===== config.mk =====
export PLATFORM = sky130hd
export DESIGN_NAME = game_flow_ctrl
export DESIGN_NICKNAME = d
export VERILOG_FILES = /design/src/rtl/game_flow_ctrl.sv
export SDC_FILE = /design/constraint.sdc
export NUM_CORES = 1
export LEC_CHECK = 0
export CORE_UTILIZATION = 54
export CTS_CLUSTER_DIAMETER = 80
export CTS_CLUSTER_SIZE = 8
export DETAILED_ROUTE_END_ITERATION = 10
export DONT_BUFFER_PORTS = 1
export PLACE_DENSITY = 0.69
export SETUP_SLACK_MARGIN = 0.15
export SYNTH_ARGS = -nofsm -noshare
export SYNTH_HDL_FRONTEND = slang
export SYNTH_SLANG_ARGS = --single-unit

===== constraint.sdc =====
create_clock -name clk -period 5.48 [get_ports clk]
set_input_delay 0.822 -clock clk [delete_from_list [all_inputs] [get_ports clk]]
set_output_delay 0.822 -clock clk [all_outputs]
set_load 0.02 [all_outputs]

===== src/rtl/game_flow_ctrl.sv =====
// Game-flow sequencer: idle/countdown/run/pause/over/clear FSM that
// gates the game logic, paces the obstacle scroll and keeps score/level.
//
// Ports:
//   clk, rst (async, active-low)
//   key_star           start/pause key (level, debounced)
//   collision_detected collision flag from the game logic
//   run_game           high only while running
//   scroll_tick        one-cycle obstacle-advance pulse
//   level, score       display values (score saturates at 9999)
//   countdown          3,2,1 during the countdown, else 0
//   state              IDLE=0 COUNTDOWN=1 RUN=2 PAUSE=3 OVER=4 CLEAR=5
//   game_over          high in OVER
//   game_clear         high in CLEAR
module game_flow_ctrl #(
    parameter int unsigned BASE_DIV        = 1_000_000,
    parameter int unsigned DIV_STEP        = 100_000,
    parameter int unsigned MAX_LEVEL       = 7,
    parameter int unsigned STEPS_PER_LEVEL = 32,
    parameter int unsigned COUNT_DIV       = 50_000_000
) (
    input  logic        clk,
    input  logic        rst,
    input  logic        key_star,
    input  logic        collision_detected,
    output logic        run_game,
    output logic        scroll_tick,
    output logic [2:0]  level,
    output logic [13:0] score,
    output logic [1:0]  countdown,
    output logic [2:0]  state,
    output logic        game_over,
    output logic        game_clear
);

    typedef enum logic [2:0] {
        S_IDLE  = 3'd0,
        S_COUNT = 3'd1,
        S_RUN   = 3'd2,
        S_PAUSE = 3'd3,
        S_OVER  = 3'd4,
        S_CLEAR = 3'd5
    } state_t;

    state_t      cur;
    logic        star_q;
    logic        star_ev;
    logic [25:0] div_cnt;
    logic [25:0] timer;
    logic [25:0] period;
    logic [5:0]  steps;
    logic [5:0]  steps_inc;

    assign star_ev   = key_star & ~star_q;
    // Scroll period shrinks linearly with level.
    assign period    = 26'(BASE_DIV) - 26'(DIV_STEP) * 26'(level);
    assign steps_inc = steps + 6'd1;
    assign state     = cur;

    always_ff @(posedge clk or negedge rst) begin
        if (!rst) begin
            cur         <= S_IDLE;
            star_q      <= 1'b1;
            div_cnt     <= '0;
            timer       <= '0;
            steps       <= '0;
            score       <= '0;
            level       <= '0;
            countdown   <= '0;
            run_game    <= 1'b0;
            scroll_tick <= 1'b0;
            game_over   <= 1'b0;
            game_clear  <= 1'b0;
        end else begin
            star_q      <= key_star;
            scroll_tick <= 1'b0;
            unique case (cur)
                S_IDLE, S_OVER, S_CLEAR: begin
                    if (star_ev) begin
                        cur        <= S_COUNT;
                        game_over  <= 1'b0;
                        game_clear <= 1'b0;
                        score      <= '0;
                        level      <= '0;
                        steps      <= '0;
                        div_cnt    <= '0;
                        timer      <= '0;
                        countdown  <= 2'd3;
                    end
                end
                S_COUNT: begin
                    if (timer == 26'(COUNT_DIV - 1)) begin
                        timer <= '0;
                        if (countdown == 2'd1) begin
                            cur       <= S_RUN;
                            run_game  <= 1'b1;
                            countdown <= '0;
                        end else begin
                            countdown <= countdown - 2'd1;
                        end
                    end else begin
                        timer <= timer + 26'd1;
                    end
                end
                S_RUN: begin
                    if (collision_detected) begin
                        cur       <= S_OVER;
                        run_game  <= 1'b0;
                        game_over <= 1'b1;
                    end else if (star_ev) begin
                        // Divider holds so the period resumes where it left off.
                        cur      <= S_PAUSE;
                        run_game <= 1'b0;
                    end else if (div_cnt == period - 26'd1) begin
                        scroll_tick <= 1'b1;
                        div_cnt     <= '0;
                        if (score != 14'd9999)
                            score <= score + 14'd1;
                        if (steps_inc == 6'(STEPS_PER_LEVEL)) begin
                            steps <= '0;
                            if (level < 3'(MAX_LEVEL)) begin
                                level <= level + 3'd1;
                            end else begin
                                cur        <= S_CLEAR;
                                run_game   <= 1'b0;
                                game_clear <= 1'b1;
                            end
                        end else begin
                            steps <= steps_inc;
                        end
                    end else begin
                        div_cnt <= div_cnt + 26'd1;
                    end
                end
                S_PAUSE: begin
                    if (star_ev) begin
                        cur      <= S_RUN;
                        run_game <= 1'b1;
                    end
                end
                default: begin
                    cur        <= S_IDLE;
                    run_game   <= 1'b0;
                    game_over  <= 1'b0;
                    game_clear <= 1'b0;
                end
            endcase
        end
    end

endmodule


Word-level counts from Yosys, hierarchy flattened --
Index checks and enable logic that the tools add are counted.
Word-level totals: bits in registers 85, memory bits (writable) 0, memory bits (read-only) 0, word-level logic and storage cells 128, memories kept 0, output and inout port bits 26, input bits 4, latch bits 0
Operators by class: muxes and demuxes 62, shifts and indexed selects 0, divide/modulo/power cells 0, multiply operators 1, add/sub/neg operators 8, equality and inequality tests 25, bitwise operators 4, $lt $le $gt $ge 1, reductions and logical operators 15
Operators with widths (count):
- 26-bit 2-to-1 mux | 5
- 26-bit one-hot mux with 2 select lines | 2
- 14-bit 2-to-1 mux | 5
- 26-bit by 1-bit adder with 26-bit output (second input constant) | 2
- 3-bit 2-to-1 mux | 15
- 6-bit 2-to-1 mux | 5
- 14-bit one-hot mux with 2 select lines | 1
- 7-bit AND reduction | 4
- 26-bit equality test | 1
- 26-bit equality test (second input constant) | 1
- 2-bit != test (second input constant) | 12
- 21-bit by 2-bit subtractor with 22-bit output (second input constant) | 1
- 20-bit by 20-bit subtractor with 21-bit output (first input constant) | 1
- 1-bit 2-to-1 mux | 19
- 12-bit by 3-bit multiplier with 15-bit output (first input constant) | 1
- 14-bit by 1-bit adder with 14-bit output (second input constant) | 1
- 14-bit != test (second input constant) | 1
- 4-bit != test (second input constant) | 3
- 3-bit one-hot mux with 4 select lines | 1
- 6-bit one-hot mux with 2 select lines | 1
- 6-bit by 1-bit adder with 6-bit output (second input constant) | 1
- 3-bit by 2-bit equality test with 1-bit output (second input constant) | 2
- 3-bit equality test (second input constant) | 2
- 6-bit equality test (second input constant) | 1
- 21 further kinds | 28

Logic depth before layout (Yosys ltp) --
depth after elaboration 8, gate-level depth with buffers 19, gate-level depth less buffers 16

Worst setup path before layout --
Ideal clock, no wire load.
path type flip-flop to flip-flop, start point register level[1], end point register level[0], arrival time 4.877 ns, path slack 0.478 ns, clock period less this slack 5.002 ns, buffers on the path 1, stages on the path, launching flop included 16, required time 5.355 ns, library setup time 0.125 ns, path through dfrtp_1 > clkbuf_1 > inv_1 > ha_1 > inv_1 > ha_1 > and4b_1 > or4_1 > a2111oi_2 > mux2_2 > o41ai_1 > mux2i_1 > a2111oi_4 > nor2_2 > or3b_4 > mux2_4
Between the ends: longest elaborated chain between the ends 6, elaborated cells between the ends (all ways) 8, those cells by class add/sub (2); mul (1); order compare (1); eq/ne (3); reduce/logical (1)
RTL lines:
- from (decl) | line 28 | output logic [2:0] level,
- from (signal assigned) | line 122 | level <= level + 3'd1;
- 12-bit by 3-bit multiplier with 15-bit output | line 56 | assign period = 26'(BASE_DIV) - 26'(DIV_STEP) * 26'(level);
- 20-bit by 20-bit subtractor with 21-bit output | line 56
- 21-bit by 2-bit subtractor with 22-bit output | line 114 | end else if (div_cnt == period - 26'd1) begin
- 26-bit equality test | line 114
- 2-bit != test (no source line)
- 7-bit AND reduction (no source line) *
Mark *: on every way between the ends. The rest lies on a longest branch, timed or not. A chain may end at the register's enable or synchronous reset.

Final worst setup path --
start point register level[2], end point register level[0]
The elaborated chain is that of the path after synthesis.

==> flow_summary.toml <==
[run_status]
status = "finished, final reports clean"

[grt]
grt_antenna_before_repair = 0
grt_use_met3_pct = 5.64
grt.total_usage_pct = 24.5
globalRoute.totalOverflow = 0
met1_usage_pct = 32.8
grt_pass1_vias = 4577
grt_pass1_wl_mm = 21.8
grt_max_degree = 86
grt-busiest-layer = "met2"
grt_use_met2_pct = 39.4

[die]
dieArea_sq_um = 10800
fp.dieH_um = 104
initial_core_util_pct = 56.6
core_area_sq_um = 9910
ios = 30
die_x_um = 104
floorplan.rows = 36

[finish]
nets = 667
diodes = 0
area_delta_synth_final_pct = 7.21
drive_above_1_share_pct = 7.53
fillers = 877
fin_util_pct = 60.7

[cts]
cts_made_buffers = 9
cts_root_buf = "clkbuf_8"
clk_latency_ns = 0.36
clock-sinks = 85
h-tree-depth = 3
postCtsSetupRepairBufs = 0
clk_pin_slew_ns = 0.09
holdBufCountCts = 0
cts_tree = "yes"
cts.path.max_buffers = 2
cts_resized = 0

[sta]
clock_skew_ns = 0.0103
maxSlewViolCount = 0
layout_min_cycle_time_ns = 5.06
holdWs_ns = 0.146
hold_viol = 0
fmax_mhz = 198
grt_setup_unrepaired = "false"
setup_slack_ns = 0.422
setup_violations = 0
tightest_slew_ns = 0.956
fin_crit_sh_pct = 92.3
fin_setup_tns_ns = 0
relSlewSlack_pct = 36.3

[synthesis]
ys_warn_count = 0
avgSynthCellArea_sq_um = 8.56
synth_nets = 676
synth.top_cells.by_count = "84 x dfrtp_1, 70 x nand2_1, 64 x o21ai_0"
synth_mux_area_share_pct = 2.68
synth_edf_count = 0
synth_top_cell_by_area = "dfrtp_1"
synth-seq-cells = 85
synth_top_family_by_area = "simple AND/OR/NAND/NOR gates"
ys_types = 65
syn-instance-count = 655
synth_top_cell_area_share_pct = 37.5
synthSimpleGateAreaFrac_pct = 27.1
synth_most_common_cell = "dfrtp_1"
syn_area_sq_um = 5610
synth_compound_area_share_pct = 17.1
synth_fa_ha_area_share_pct = 3.93
yosys_most_used_dff = "dfrtp_1"
synthTopCellsByArea = "dfrtp_1 37%, o21ai_0 5.7%, nand2_1 4.7%"
async_flop_share_pct = 100
synth_xor_area_share_pct = 7.83
ys_seq_area_share_pct = 38.0

[setup_path]
crit_path_start_kind = "flop"
slowest_delay_ns = 0.61
path_max_fanout = 22
cp.arrival_ns = 5.31
crit_type = "reg2reg"
crit_top_cell = "ha_1"
slowest_stage = "dfrtp_1"
rr_worst_depth = 13
cp-end-kind = "flop"
required_ns = 5.73
regToRegSetupSlack_ns = 0.42
crit_path_cell_trace = "ha_1 > ha_1 > nand2b_1 > a21oi_1 > or4_1 > a2111oi_2 > mux2_2 > o41ai_1 > mux2i_1 > a2111oi_4 > nor2_4 > or3b_4 > mux2_4"

[routing]
drcViolationCount = 0
routed_wl_mm = 12.8
routedWlPerCell_um = 16.3
first_iter_violations = 270
first_pass_iters = 5
final_antenna_net_count = 0
vias = 4876
viasPerCell = 6.22

[pwr]
p_leak_uw = 0.00255
powerDensity_nw_per_um2 = 494
ir_drop_uv = 335
power_uw = 2970

[placed_design]
hpwl_mm = 8.93
io_buffers = 0
routabilityCongestion = 0.859
dp_slack_ns = 0.184

[job]
drv_cap = 0

[worst_hold_path]
hold_path_class = "in2async"
-- sequential cells by signal, indices dropped and copies added (netlist names) --
register	flops
state	3
game_clear	1
game_over	1
div_cnt	26
run_game	1
star_q	1
steps	6
score	14
level	3
scroll_tick	1
timer	26
countdown	2
-- metrics by stage --
step | cell area [sq um] | cells
final | 6010 | 784
after global routing | 6010 | 784
after CTS | 5990 | 784
after detailed placement | 5720 | 768
after global placement | 5720 | 768
after floorplan | 5610 | 655
-- layout by cell type (no fill, tap or decap), types with 4 or more instances in the layout --
cell and n:
dfrtp_1 84, nand2_1 70, o21ai_0 64, nor2_1 60, nand3_1 42, xnor2_1 23
and3_1 23, xor2_1 22, inv_1 21, nor3_1 20, a21oi_1 17, nand2b_1 16
o31ai_1 15, ha_1 14, a31oi_1 13, nand4_1 12, clkbuf_8 10, mux2i_1 9
and2_1 7, buf_4 7, nor4_1 6, or3_1 6, nor2b_1 5, nor4b_1 4
or2_2 4, mux2_2 4, o41ai_1 4, bufinv_16 4
-- cell type report --
class | instances | area [sq um] | area share [%]
clock buffer | 10 | 138 | 2.29
clock inverter | 6 | 134 | 2.23
inverter | 21 | 78.8 | 1.31
multi-input combinational | 522 | 3310 | 55.1
sequential | 85 | 2130 | 35.4
tap | 133 | 166 | 2.77
timing repair buffer | 7 | 52.6 | 0.874
-- final timing paths --
path,end,start
worst min-delay path,level[1],rst
max in group asynchronous,star_q,rst
worst max register to register,level[0],level[2]
worst min register to register,timer[25],timer[25]
min in group clk,star_q,key_star
worst max-delay path,level[0],level[2]
-- worst max-delay path, delay by kind of cell, from the launching register on --
family          cells  cell delay (ns)
flops               1             0.61
fa+ha+maj           2             0.75
simple gates        4             1.29
mux                 3             0.88
compound gates      4             1.42
-- per-layer routing --
layer	vias up	share of wire (%)
met3	24	4.6
met5	-	0
met1	2384	45
met2	122	48
li1	2346	-
met4	0	1.9
-- power breakdown --
| part | total (uW) | leakage, uW | switching (uW) | internal (uW) |
|---|---|---|---|---|
| clock network | 595 | 0.000136 | 234 | 361 |
| registers | 825 | 0.00116 | 138 | 687 |
| logic | 1550 | 0.00126 | 930 | 617 |
| total | 2970 | 0.00255 | 1300 | 1670 |
-- cells by family after synthesis --
kind of cell / after synthesis
xor gates and xnor gates: 47
adders and majority gates: 17
muxes: 14
AOI/OAI and AO/OA: 148
DFF: 85
buffers and inverters: 48
and+or+nand+nor: 296
Note: power is estimated with default switching activity, not from simulation.
